File: config.mk
export PLATFORM = sky130hd
export DESIGN_NAME = bp_fe_queue_sender_flat
export DESIGN_NICKNAME = d
export VERILOG_FILES = /design/src/rtl/bp_fe_queue_sender_if.sv /design/src/rtl/bp_fe_queue_sender.sv /design/src/flat_wrapper.sv
export SDC_FILE = /design/constraint.sdc
export NUM_CORES = 1
export LEC_CHECK = 0
export BUFFER_PORTS_ARGS = -buffer_cell sky130_fd_sc_hd__clkbuf_2
export CAP_MARGIN = 20
export CORE_MARGIN = 8
export CORE_UTILIZATION = 50
export DETAILED_ROUTE_END_ITERATION = 7
export HOLD_SLACK_MARGIN = 0.02
export PLACE_DENSITY_LB_ADDON = 0.2
export SLEW_MARGIN = 20
export SYNTH_ARGS = -nofsm -noshare
export SYNTH_HDL_FRONTEND = slang
export SYNTH_SLANG_ARGS = --single-unit
File: constraint.sdc
create_clock -name clk_i -period 8.32 [get_ports clk_i]
set_input_delay 0.416 -clock clk_i [delete_from_list [all_inputs] [get_ports clk_i]]
set_output_delay 0.416 -clock clk_i [all_outputs]
set_load 0.02 [all_outputs]
File: src/rtl/bp_fe_queue_sender_if.sv
// FE fetch-side inputs and FE->BE queue handshake for bp_fe_queue_sender.
// master = the sender, slave = its environment (FE pipeline and BE issue queue).
interface bp_fe_queue_sender_if #(
  parameter int vaddr_width_p               = 39,
  parameter int branch_metadata_fwd_width_p = 36
);
  // Packet layout, MSB first: msg_type, pc, instr, branch_metadata_fwd, exception_code.
  localparam int fe_queue_width_lp = 1 + vaddr_width_p + 32 + branch_metadata_fwd_width_p + 2;

  logic                                   flush_i;
  logic                                   fetch_v_i;
  logic                                   fetch_ready_o;
  logic                                   fetch_exception_i;
  logic [1:0]                             fetch_exception_code_i;
  logic [vaddr_width_p-1:0]               fetch_pc_i;
  logic [31:0]                            fetch_instr_i;
  logic [branch_metadata_fwd_width_p-1:0] fetch_br_metadata_i;
  logic [fe_queue_width_lp-1:0]           fe_queue_o;
  logic                                   fe_queue_v_o;
  logic                                   fe_queue_ready_i;
  logic                                   busy_o;

  modport master (
    input  flush_i, fetch_v_i, fetch_exception_i, fetch_exception_code_i,
           fetch_pc_i, fetch_instr_i, fetch_br_metadata_i, fe_queue_ready_i,
    output fetch_ready_o, fe_queue_o, fe_queue_v_o, busy_o
  );

  modport slave (
    output flush_i, fetch_v_i, fetch_exception_i, fetch_exception_code_i,
           fetch_pc_i, fetch_instr_i, fetch_br_metadata_i, fe_queue_ready_i,
    input  fetch_ready_o, fe_queue_o, fe_queue_v_o, busy_o
  );
endinterface

File: src/rtl/bp_fe_queue_sender.sv
// FE->BE fetch queue transmitter: packs fetches/exceptions into packets, buffers them
// in a small registered circular FIFO, and blocks new work after an exception until flush.
module bp_fe_queue_sender #(
  parameter int vaddr_width_p               = 39,
  parameter int branch_metadata_fwd_width_p = 36,
  parameter int buf_els_p                   = 2
) (
  input  logic                  clk_i,
  input  logic                  reset_i,
  bp_fe_queue_sender_if.master  fe_if
);
  localparam int ptr_width_lp = (buf_els_p > 1) ? $clog2(buf_els_p) : 1;

  typedef enum logic {e_fe_fetch = 1'b0, e_fe_exception = 1'b1} fe_msg_type_e;
  typedef enum logic {e_run = 1'b0, e_hold = 1'b1} state_e;

  typedef struct packed {
    fe_msg_type_e                           msg_type;
    logic [vaddr_width_p-1:0]               pc;
    logic [31:0]                            instr;
    logic [branch_metadata_fwd_width_p-1:0] br_metadata;
    logic [1:0]                             exception_code;
  } fe_queue_s;

  logic [ptr_width_lp:0] rptr_q, rptr_d, wptr_q, wptr_d;
  state_e                state_q, state_d;
  fe_queue_s             buf_q [buf_els_p];
  fe_queue_s             pkt;
  logic                  empty, full, enq, deq;

  assign empty = (rptr_q == wptr_q);
  assign full  = (rptr_q[ptr_width_lp-1:0] == wptr_q[ptr_width_lp-1:0])
               & (rptr_q[ptr_width_lp] != wptr_q[ptr_width_lp]);

  // Ready never looks at fe_queue_ready_i, so a full buffer stays closed for one cycle after a dequeue.
  assign fe_if.fetch_ready_o = ~full & ~fe_if.flush_i & (state_q == e_run);
  assign fe_if.fe_queue_v_o  = ~empty & ~fe_if.flush_i;
  assign fe_if.fe_queue_o    = empty ? '0 : buf_q[rptr_q[ptr_width_lp-1:0]];
  assign fe_if.busy_o        = ~empty | (state_q == e_hold);

  assign enq = fe_if.fetch_v_i & fe_if.fetch_ready_o;
  assign deq = fe_if.fe_queue_v_o & fe_if.fe_queue_ready_i;

  // NOTE: every always_comb output gets a default first so no path leaves it unassigned (no latch).
  always_comb begin
    pkt    = '0;
    pkt.pc = fe_if.fetch_pc_i;
    if (fe_if.fetch_exception_i) begin
      pkt.msg_type       = e_fe_exception;
      pkt.exception_code = fe_if.fetch_exception_code_i;
    end else begin
      pkt.msg_type    = e_fe_fetch;
      pkt.instr       = fe_if.fetch_instr_i;
      pkt.br_metadata = fe_if.fetch_br_metadata_i;
    end
  end

  always_comb begin
    rptr_d = rptr_q + {{ptr_width_lp{1'b0}}, deq};
    wptr_d = fe_if.flush_i ? rptr_q : wptr_q + {{ptr_width_lp{1'b0}}, enq};
  end

  always_comb begin
    state_d = state_q;
    case (state_q)
      e_run:   if (enq && fe_if.fetch_exception_i) state_d = e_hold;
      e_hold:  if (fe_if.flush_i) state_d = e_run;
      default: state_d = e_run;
    endcase
  end

  // NOTE: state flops use non-blocking assignments so every flop samples pre-edge values.
  always_ff @(posedge clk_i or posedge reset_i) begin
    if (reset_i) begin
      rptr_q  <= '0;
      wptr_q  <= '0;
      state_q <= e_run;
    end else begin
      rptr_q  <= rptr_d;
      wptr_q  <= wptr_d;
      state_q <= state_d;
    end
  end

  // NOTE: packet storage is not reset; the read port is gated by empty, so stale entries are never visible.
  always_ff @(posedge clk_i) begin
    if (enq) buf_q[wptr_q[ptr_width_lp-1:0]] <= pkt;
  end

`ifndef SYNTHESIS
  a_hold_stable: assert property (@(posedge clk_i) disable iff (reset_i)
    (fe_if.fe_queue_v_o & ~fe_if.fe_queue_ready_i & ~fe_if.flush_i) |=> $stable(fe_if.fe_queue_o));
  a_no_enq_full: assert property (@(posedge clk_i) disable iff (reset_i) enq |-> ~full);
  a_exc_code: assert property (@(posedge clk_i) disable iff (reset_i)
    (fe_if.fetch_v_i & fe_if.fetch_exception_i) |-> (fe_if.fetch_exception_code_i != 2'b00));
`endif
endmodule
File: src/flat_wrapper.sv
// flat-port wrapper written by rule: the top's interface ports become plain ports
module bp_fe_queue_sender_flat 
#(
  parameter int vaddr_width_p               = 39,
  parameter int branch_metadata_fwd_width_p = 36,
  parameter int buf_els_p                   = 2
)
  (clk_i, reset_i, fe_if_flush_i, fe_if_fetch_v_i, fe_if_fetch_exception_i, fe_if_fetch_exception_code_i, fe_if_fetch_pc_i, fe_if_fetch_instr_i, fe_if_fetch_br_metadata_i, fe_if_fe_queue_ready_i, fe_if_fetch_ready_o, fe_if_fe_queue_o, fe_if_fe_queue_v_o, fe_if_busy_o);
  bp_fe_queue_sender_if #(.vaddr_width_p(vaddr_width_p), .branch_metadata_fwd_width_p(branch_metadata_fwd_width_p)) fe_if_i ();
  input  logic clk_i;
  input  logic reset_i;
  input wire logic [$bits(fe_if_i.flush_i)-1:0] fe_if_flush_i;
  input wire logic [$bits(fe_if_i.fetch_v_i)-1:0] fe_if_fetch_v_i;
  input wire logic [$bits(fe_if_i.fetch_exception_i)-1:0] fe_if_fetch_exception_i;
  input wire logic [$bits(fe_if_i.fetch_exception_code_i)-1:0] fe_if_fetch_exception_code_i;
  input wire logic [$bits(fe_if_i.fetch_pc_i)-1:0] fe_if_fetch_pc_i;
  input wire logic [$bits(fe_if_i.fetch_instr_i)-1:0] fe_if_fetch_instr_i;
  input wire logic [$bits(fe_if_i.fetch_br_metadata_i)-1:0] fe_if_fetch_br_metadata_i;
  input wire logic [$bits(fe_if_i.fe_queue_ready_i)-1:0] fe_if_fe_queue_ready_i;
  output wire logic [$bits(fe_if_i.fetch_ready_o)-1:0] fe_if_fetch_ready_o;
  output wire logic [$bits(fe_if_i.fe_queue_o)-1:0] fe_if_fe_queue_o;
  output wire logic [$bits(fe_if_i.fe_queue_v_o)-1:0] fe_if_fe_queue_v_o;
  output wire logic [$bits(fe_if_i.busy_o)-1:0] fe_if_busy_o;
  assign fe_if_i.flush_i = fe_if_flush_i;
  assign fe_if_i.fetch_v_i = fe_if_fetch_v_i;
  assign fe_if_i.fetch_exception_i = fe_if_fetch_exception_i;
  assign fe_if_i.fetch_exception_code_i = fe_if_fetch_exception_code_i;
  assign fe_if_i.fetch_pc_i = fe_if_fetch_pc_i;
  assign fe_if_i.fetch_instr_i = fe_if_fetch_instr_i;
  assign fe_if_i.fetch_br_metadata_i = fe_if_fetch_br_metadata_i;
  assign fe_if_i.fe_queue_ready_i = fe_if_fe_queue_ready_i;
  assign fe_if_fetch_ready_o = fe_if_i.fetch_ready_o;
  assign fe_if_fe_queue_o = fe_if_i.fe_queue_o;
  assign fe_if_fe_queue_v_o = fe_if_i.fe_queue_v_o;
  assign fe_if_busy_o = fe_if_i.busy_o;
  bp_fe_queue_sender #(.vaddr_width_p(vaddr_width_p), .branch_metadata_fwd_width_p(branch_metadata_fwd_width_p), .buf_els_p(buf_els_p)) u_core (.clk_i(clk_i), .reset_i(reset_i), .fe_if(fe_if_i));
endmodule
Word-level counts from Yosys, hierarchy flattened --
Memory sizes are Yosys's and may differ from the RTL's. Cells that the tools add are included.
Storage, ports and cells: bits in registers 5, bits in latches 0, bits in writable memories 220, memory bits (read-only) 0, input port bits 115, output and inout port bits 113, word-level logic and storage cells 31, memories kept 1
Memory list:
- u_core.buf_q | words 2, width 110, read ports 1, clocked after Yosys merged registers in 0, write ports 1, line bp_fe_queue_sender.sv:27 | fe_queue_s buf_q [buf_els_p];
Cells by class: $add $sub $neg 2, multipliers 0, divide/modulo/power cells 0, magnitude comparators 0, eq/ne operators 3, shifts and indexed selects 0, mux-type cells 10, bitwise logic cells 11, reduce and logical (&&, ||, !) cells 1
Operators by type and width (number):
- 2-to-1 mux 110 bit | 1
- 2-to-1 mux 68 bit | 1
- bitwise AND 1 bit | 6
- 2-to-1 mux 1 bit | 5
- adder 2 x 1 -> 2 bit | 2
- 2-to-1 mux 2 bit | 2
- inverter 1 bit | 4
- == test 2 bit | 1
- one-hot mux 1 bit (2 select lines) | 1
- == test 1 bit | 1
- logical AND 1 bit | 1
- != test 1 bit | 1
- bitwise OR 1 bit | 1

Depth between registers and ports, before layout --
Gate-level depths: netlist (run 1).
depth in word-level cells 9, mapped depth 7, depth with buffers taken out 6

Least setup slack after synthesis (run 1) --
OpenSTA, ideal clock, no wires.
path type register to register, start point reg u_core.rptr_q[0], end point mem u_core.buf_q[1][0] (netlist bit) (enable), library setup time 484 ps, arrival 3822 ps, required time 7836 ps, path slack 4014 ps, cell stages (with the launch flop) 6, buffers on the path 1, clock period less this slack 4306 ps, cell sequence dfrtp_1 -> buf_2 -> xor2_1 -> nor2b_1 -> nor4b_1 -> ha_1
On the way: word-level cells in the longest chain between the ends 8
Ends and longest elaborated chain:
- start, declared | line bp_fe_queue_sender.sv:25 | logic [ptr_width_lp:0] rptr_q, rptr_d, wptr_q, wptr_d;
- start signal, assigned | line bp_fe_queue_sender.sv:79 | rptr_q <= rptr_d;
- == test 1 bit | line bp_fe_queue_sender.sv:32 | assign full = (rptr_q[ptr_width_lp-1:0] == wptr_q[ptr_width_lp-1:0])
- bitwise AND 1 bit | line bp_fe_queue_sender.sv:33 | & (rptr_q[ptr_width_lp] != wptr_q[ptr_width_lp]);
- inverter 1 bit | line bp_fe_queue_sender.sv:36 | assign fe_if.fetch_ready_o = ~full & ~fe_if.flush_i & (state_q == e_run);
- bitwise AND 1 bit (2 in a row) | line bp_fe_queue_sender.sv:36
- bitwise AND 1 bit | line bp_fe_queue_sender.sv:41 | assign enq = fe_if.fetch_v_i & fe_if.fetch_ready_o;
- 2-to-1 mux 1 bit | line bp_fe_queue_sender.sv:87 | if (enq) buf_q[wptr_q[ptr_width_lp-1:0]] <= pkt;
- 2-to-1 mux 1 bit (implied by the code) | line bp_fe_queue_sender.sv:87
- end, declared | line bp_fe_queue_sender.sv:27
Every way passes these cells.

Worst setup path after layout (run 1) --
start point reg u_core.rptr_q[0], end point mem u_core.buf_q[0][42] (netlist bit) (enable)
The elaborated chain is that of the path after synthesis.

==> results of run 1 <==
## synthesized netlist by cell type
| cell | n | share of area |
|---|---|---|
| and2_1 | 2 | 0.0014 |
| buf_2 | 23 | 0.013 |
| buf_4 | 2 | 0.0017 |
| clkbuf_1 | 8 | 0.0033 |
| dfrtp_1 | 5 | 0.014 |
| edfxtp_1 | 220 | 0.73 |
| ha_1 | 3 | 0.0042 |
| inv_1 | 4 | 0.0017 |
| mux2i_1 | 111 | 0.12 |
| nand2_1 | 2 | 0.00083 |
| nand3b_1 | 1 | 0.00083 |
| nor2_1 | 111 | 0.046 |
| nor2_2 | 1 | 0.00070 |
| nor2b_1 | 69 | 0.048 |
| nor3_1 | 1 | 0.00056 |
| nor3b_1 | 1 | 0.00083 |
| nor4b_1 | 1 | 0.00097 |
| o21ai_0 | 1 | 0.00056 |
| o22ai_1 | 1 | 0.00070 |
| xnor2_1 | 1 | 0.00097 |
| xor2_1 | 3 | 0.0029 |
## worst reg2reg max path, stage by stage (launching register included)
cell and delay (ns):
dfrtp_4 1.06, xor2_1 0.36, nor2b_1 0.13, nor4b_1 0.74, ha_4 0.68, buf_4 0.81
## per-layer routing
| metal | part of all wire | up-vias |
|---|---|---|
| met5 | 0 | - |
| met4 | 0.020 | 0 |
| met3 | 0.075 | 27 |
| met2 | 0.49 | 188 |
| met1 | 0.41 | 2520 |
| li1 | - | 2517 |
## sequential cells by signal, indices dropped and copies added (netlist names)
name,count
u_core.buf_q,220
u_core.wptr_q,2
u_core.rptr_q,2
u_core.state_q,1
## stage by stage
step           utilization  area, sq um  std cells  power, mW
2_1_floorplan            -         9000        571       2.90
3_3_place_gp         0.579        10300        999       3.53
3_5_place_dp         0.581        10400       1000       3.58
4_1_cts              0.623        11100       1043       4.59
5_1_grt              0.623        11100       1044       4.77
6_report             0.623        11100       1044       4.52
## cell type report
type / instances / area [sq um]
Tap cell: 229 / 287
Inverter: 4 / 15.0
Fill cell: 1374 / 6720
Timing Repair Buffer: 234 / 1210
Clock inverter: 11 / 100
Sequential cell: 225 / 6740
Multi-Input combinational cell: 309 / 2130
Antenna cell: 1 / 2.50
Clock buffer: 31 / 648
## cells by family (layout without fill, tap and decap cells)
kind of cell,after synthesis,in the layout,share of synthesized area
mux,111,111,0.123
xor+xnor,4,4,0.00389
simple gates,189,189,0.100
compound gates,2,2,0.00125
other cells,0,1,0
flops,225,225,0.748
buf+inv,37,280,0.0195
fa+ha+maj,3,3,0.00417
## report_power, final
group | internal [mW] | switching, mW | leakage, nW
clock | 0.607 | 0.396 | 0.369
combinational | 0.633 | 1.32 | 2.11
sequential | 1.45 | 0.112 | 2.09
total | 2.69 | 1.83 | 4.57
## path summary, 6_finish.rpt
path	from	end	slack (ns)
min in group asynchronous	reset_i	u_core.state_q$_DFF_PP0_	0.37
max in group asynchronous	reset_i	u_core.rptr_q[0]$_DFF_PP0_	7.75
worst max-delay path	u_core.rptr_q[0]$_DFF_PP0_	u_core.buf_q[0][42]$_DFFE_PP_	4.15
worst min-delay path	fe_if_fetch_pc_i[18]	u_core.buf_q[0][88]$_DFFE_PP_	0.10
worst max register to register	u_core.rptr_q[0]$_DFF_PP0_	u_core.buf_q[0][42]$_DFFE_PP_	4.15
worst min register to register	u_core.rptr_q[1]$_DFF_PP0_	u_core.rptr_q[1]$_DFF_PP0_	0.51
==> impl_metrics.csv, run 1 <==
group,metric,value,unit
yosys,synth_seq_cells,225,
yosys,synth_cells,571,
routing,post-route-drc-count,0,
yosys,ys_types,21,
layout,final_common_cell,"clkbuf_2",
global_route,busiest_layer,"met2",
timing,finalWorstSetupSlack,4.15,ns
yosys,yosysSeqAreaShare,0.748,
cts,numCtsBuffers,24,
yosys,netlist_area,9000,sq um
pwr,p_leak,4.57,nW
cts,cts_hold_buf,1,
global_route,grt.overflow.total,0,
yosys,yosysWarningCount,0,
floorplan,die_h,150,um
layout,nNetsFinal,916,
timing,rsz0062_at_grt,"false",
timing,skew,0.00952,ns
setup_path,end_kind,"flip-flop",
global_route,grt_pass1_vias,5737,
layout,area_growth,23.5,%
floorplan,rows,49,
global_route,grtUsageMet3,0.0427,
global_route,grt_use_met2,0.284,
placed_design,place_hpwl,12800,um
timing,maxSlewViolCount,0,
setup_path,cp_cell_sequence,"xor2_1 -> nor2b_1 -> nor4b_1 -> ha_4 -> buf_4",
cts,cts_resized,0,
global_route,grt.total_usage,0.165,
timing,setup-tns-final,0,ns
timing,period_share,0.501,
pwr,vdd_drop_max,267,uV
global_route,antenna_found_initial,1,
floorplan,floorplan.initialDensity,0.505,
routing,wl,18900,um
setup_path,worstRegToRegCells,5,
outcome,outcome,"finished, final reports clean",
yosys,synth_fp_nets,689,
setup_path,cp_top_family,"flip-flops",
global_route,grt_pass1_wl,29100,um
timing,final_hold_viol_count,0,
layout,drive_above_1_share,0.330,
routing,ant_nets,0,
routing,drt_iter0_drc,255,
cts,cts_root_buf,"clkbuf_16",
floorplan,io_pins,228,
setup_path,crit_type,"flip-flop to flip-flop",
routing,dr.pass1.iters,4,
setup_path,worstPathMaxFanout,63,
floorplan,die_area,22600,sq um
global_route,grt_max_degree,84,
timing,fmax,240,MHz
cts,clock_sinks,225,
setup_path,critical_path_depth,5,
pwr,p_per_area,407,nW/um^2
cts,clkTransAtPathRegs,0.06,ns
routing,wl_per_cell,18.1,um
worst_hold_path,hold_path_class,"input pin to flip-flop",
setup_path,crit_arrival,4.29,ns
setup_path,critPathSlowestCell,"dfrtp_4",
run,max_cap_viol_count,0,
cts,h-tree-depth,1,
setup_path,crit_required,8.45,ns
cts,cts_tree,"done",
yosys,syn_area_per_cell,15.8,sq um
layout,mostFrequentLayoutCells,"227 x clkbuf_2, 220 x edfxtp_1, 111 x mux2i_1, 111 x nor2_1, 69 x nor2b_1",
placed_design,place.gp.congestion,0.734,
floorplan,coreArea,17800,sq um
global_route,use_met1,0.199,
timing,slew_headroom,0.344,
setup_path,crit_buf_inv,1,
timing,setup_viol,0,
cts,cts_setup_buffers,0,
placed_design,io_buffers,227,
setup_path,start_kind,"flip-flop",
routing,vias_per_cell,5.03,
timing,tightest_slew,0.983,ns
floorplan,fp.dieW,150,um
timing,whs,0.102,ns
routing,route.vias.total,5252,
placed_design,place_ws,3.98,ns
setup_path,max_stage_delay,1.06,ns
cts,clockBufferDepth,3,
cts,clk_latency,0.50,ns
timing,layout_min_cycle_time,4.17,ns
worst_hold_path,hold_depth,1,
Note: power is estimated with default switching activity, not from simulation.
==> inputs of run 2 (changes only) <==
CORE_UTILIZATION = 48   (was 50)
clock period = 3.4 ns   (was 8.32 ns; I/O delays follow)
==> run 2 against run 1 <==
  * Final area grew 6.4%
  * Combinational power rose to 2.6 times the previous value
  * Die area up 3.7%
  * Sequential share of layout area decreased by 3.6 points
  * Maximum frequency grew 61%
  * Critical endpoint is now u_core.buf_q[0][30]$_DFFE_PP_
==> impl_metrics.csv, run 2 (synthesis gave the netlist of run 1 again) <==
group,metric,value,unit
outcome,outcome,"finished, final reports clean",
floorplan,floorplan.initialDensity,0.485,
setup_path,r2r_slack,0.81,ns
floorplan,fp.dieW,153,um
global_route,grt_pass1_vias,6014,
layout,drive_above_1_share,0.303,
layout,seqCellArea,6740,sq um
cts,clockBufferDepth,3,
timing,slew_headroom,0.462,
timing,final_hold_viol_count,0,
placed_design,io_buffers,227,
pwr,p_total,11.1,mW
worst_hold_path,min_to,"u_core.buf_q[1][33]$_DFFE_PP_",
routing,wl,20000,um
setup_path,crit_type,"flip-flop to flip-flop",
layout,n_fill_cell,1380,
routing,dr.pass1.iters,5,
floorplan,io_pins,228,
routing,ant_nets,0,
routing,vias_per_cell,4.97,
timing,tightest_slew,0.807,ns
floorplan,rows,50,
timing,setup_viol,0,
pwr,p_per_area,941,nW/um^2
cts,numCtsBuffers,23,
worst_hold_path,min_from,"fe_if_fetch_br_metadata_i[31]",
floorplan,coreArea,18600,sq um
pwr,vdd_drop_max,650,uV
floorplan,die_h,153,um
cts,cts_root_buf,"clkbuf_16",
placed_design,place_ws,0.899,ns
cts,cts_resized,0,
placed_design,place_hpwl,12800,um
routing,drt_iter0_drc,319,
setup_path,crit_required,3.57,ns
timing,maxSlewViolCount,0,
layout,multi_input_area,2130,sq um
layout,utilization,0.637,
routing,wl_per_cell,17.9,um
floorplan,die_area,23400,sq um
cts,clock_sinks,225,
layout,nNetsFinal,987,
setup_path,reg2reg_to,"u_core.buf_q[0][30]$_DFFE_PP_",
layout,area_growth,31.4,%
global_route,grt_pass1_wl,31300,um
layout,final_common_cell,"clkbuf_2",
layout,mostFrequentLayoutCells,"227 x clkbuf_2, 220 x edfxtp_1, 111 x mux2i_1, 111 x nor2_1",
timing,rsz0062_at_grt,"false",
cts,cts_tree,"done",
setup_path,crit_arrival,2.76,ns
cts,clkTransAtPathRegs,0.06,ns
setup_path,start_kind,"flip-flop",
timing,setup-tns-final,0,ns
setup_path,reg2reg_from,"u_core.rptr_q[0]$_DFF_PP0_",
setup_path,worstRegToRegCells,6,
timing,layout_min_cycle_time,2.59,ns
setup_path,worstPathMaxFanout,45,
timing,finalWorstSetupSlack,0.808,ns
pwr,p_leak,4.85,nW
timing,period_share,0.762,
layout,largest_reg_flops,220,
cts,h-tree-depth,1,
layout,n_antenna_cell,0,
run,max_cap_viol_count,0,
routing,post-route-drc-count,0,
cts,clk_latency,0.49,ns
worst_hold_path,hold_depth,2,
timing,skew,0.00619,ns
routing,route.vias.total,5552,
timing,fmax,386,MHz
global_route,grt.total_usage,0.166,
global_route,grt_max_degree,113,
placed_design,place.gp.congestion,0.742,
global_route,antenna_found_initial,0,
worst_hold_path,hold_path_class,"input pin to flip-flop",
global_route,grt.overflow.total,0,
setup_path,end_kind,"flip-flop",
==> run 2: cell count changes in the layout (fill, tap and decap cells not counted), sizes merged <==
cell	previous run	this run
dlygate4sd3	1	69
buf	6	10
clkbuf	258	255
clkinv	9	10
diode	1	0
==> run 2: how the worst max path moves through the flow <==
stage,from,to,slack [ns]
after global routing,u_core.rptr_q[0]$_DFF_PP0_,u_core.buf_q[0][100]$_DFFE_PP_,0.68
after detailed placement,u_core.rptr_q[0]$_DFF_PP0_,u_core.buf_q[0][33]$_DFFE_PP_,0.90
after global placement,u_core.rptr_q[0]$_DFF_PP0_,u_core.buf_q[0][30]$_DFFE_PP_,0.91
final,u_core.rptr_q[0]$_DFF_PP0_,u_core.buf_q[0][30]$_DFFE_PP_,0.81
after floorplan,u_core.rptr_q[0]$_DFF_PP0_,u_core.buf_q[1][0]$_DFFE_PP_,0.26
after CTS,u_core.rptr_q[0]$_DFF_PP0_,u_core.buf_q[0][70]$_DFFE_PP_,0.85
==> run 2: stage by stage <==
stage,hold slack (ns),cell area (sq um),instances
3_5_place_dp,0.0745,10400,1009
5_1_grt,0.0332,11800,1118
2_1_floorplan,-0.0515,9010,571
4_1_cts,0.0201,11800,1118
3_3_place_gp,0.0673,10400,1009
6_report,0.0300,11800,1118
==> run 2: layout make-up <==
class | instances | area share
clock buffers | 28 | 0.0502
repair buffers | 306 | 0.166
clock inverters | 12 | 0.00846
well taps | 234 | 0.0247
inverters | 4 | 0.00127
flip-flops and latches | 225 | 0.569
multi-input cells | 309 | 0.180
==> run 2: worst max-delay path: stages, from the launching register on <==
cell and delay (ns):
dfrtp_4 0.49, xor2_1 0.31, nor2b_1 0.14, nor4b_1 0.30, buf_4 0.20, ha_4 0.47, buf_12 0.32
==> run 2: layer usage <==
metal,up-vias,share of wire,GRT usage
met5,-,0,0
met4,0,0.019,0.0419
met3,26,0.071,0.0479
met2,199,0.48,0.284
met1,2684,0.43,0.204
li1,2643,-,-
==> run 2: repair_timing <==
action,in CTS,in global routing
endpoints found under the hold margin,137,0
setup endpoints to repair,0,0
setup buffers,0,0
hold buffers,69,0
==> run 2: where the power goes <==
part,leakage (nW),internal [mW],switching [mW]
clock,0.338,1.38,0.962
sequential,2.09,3.54,0.110
combinational,2.43,1.63,3.51
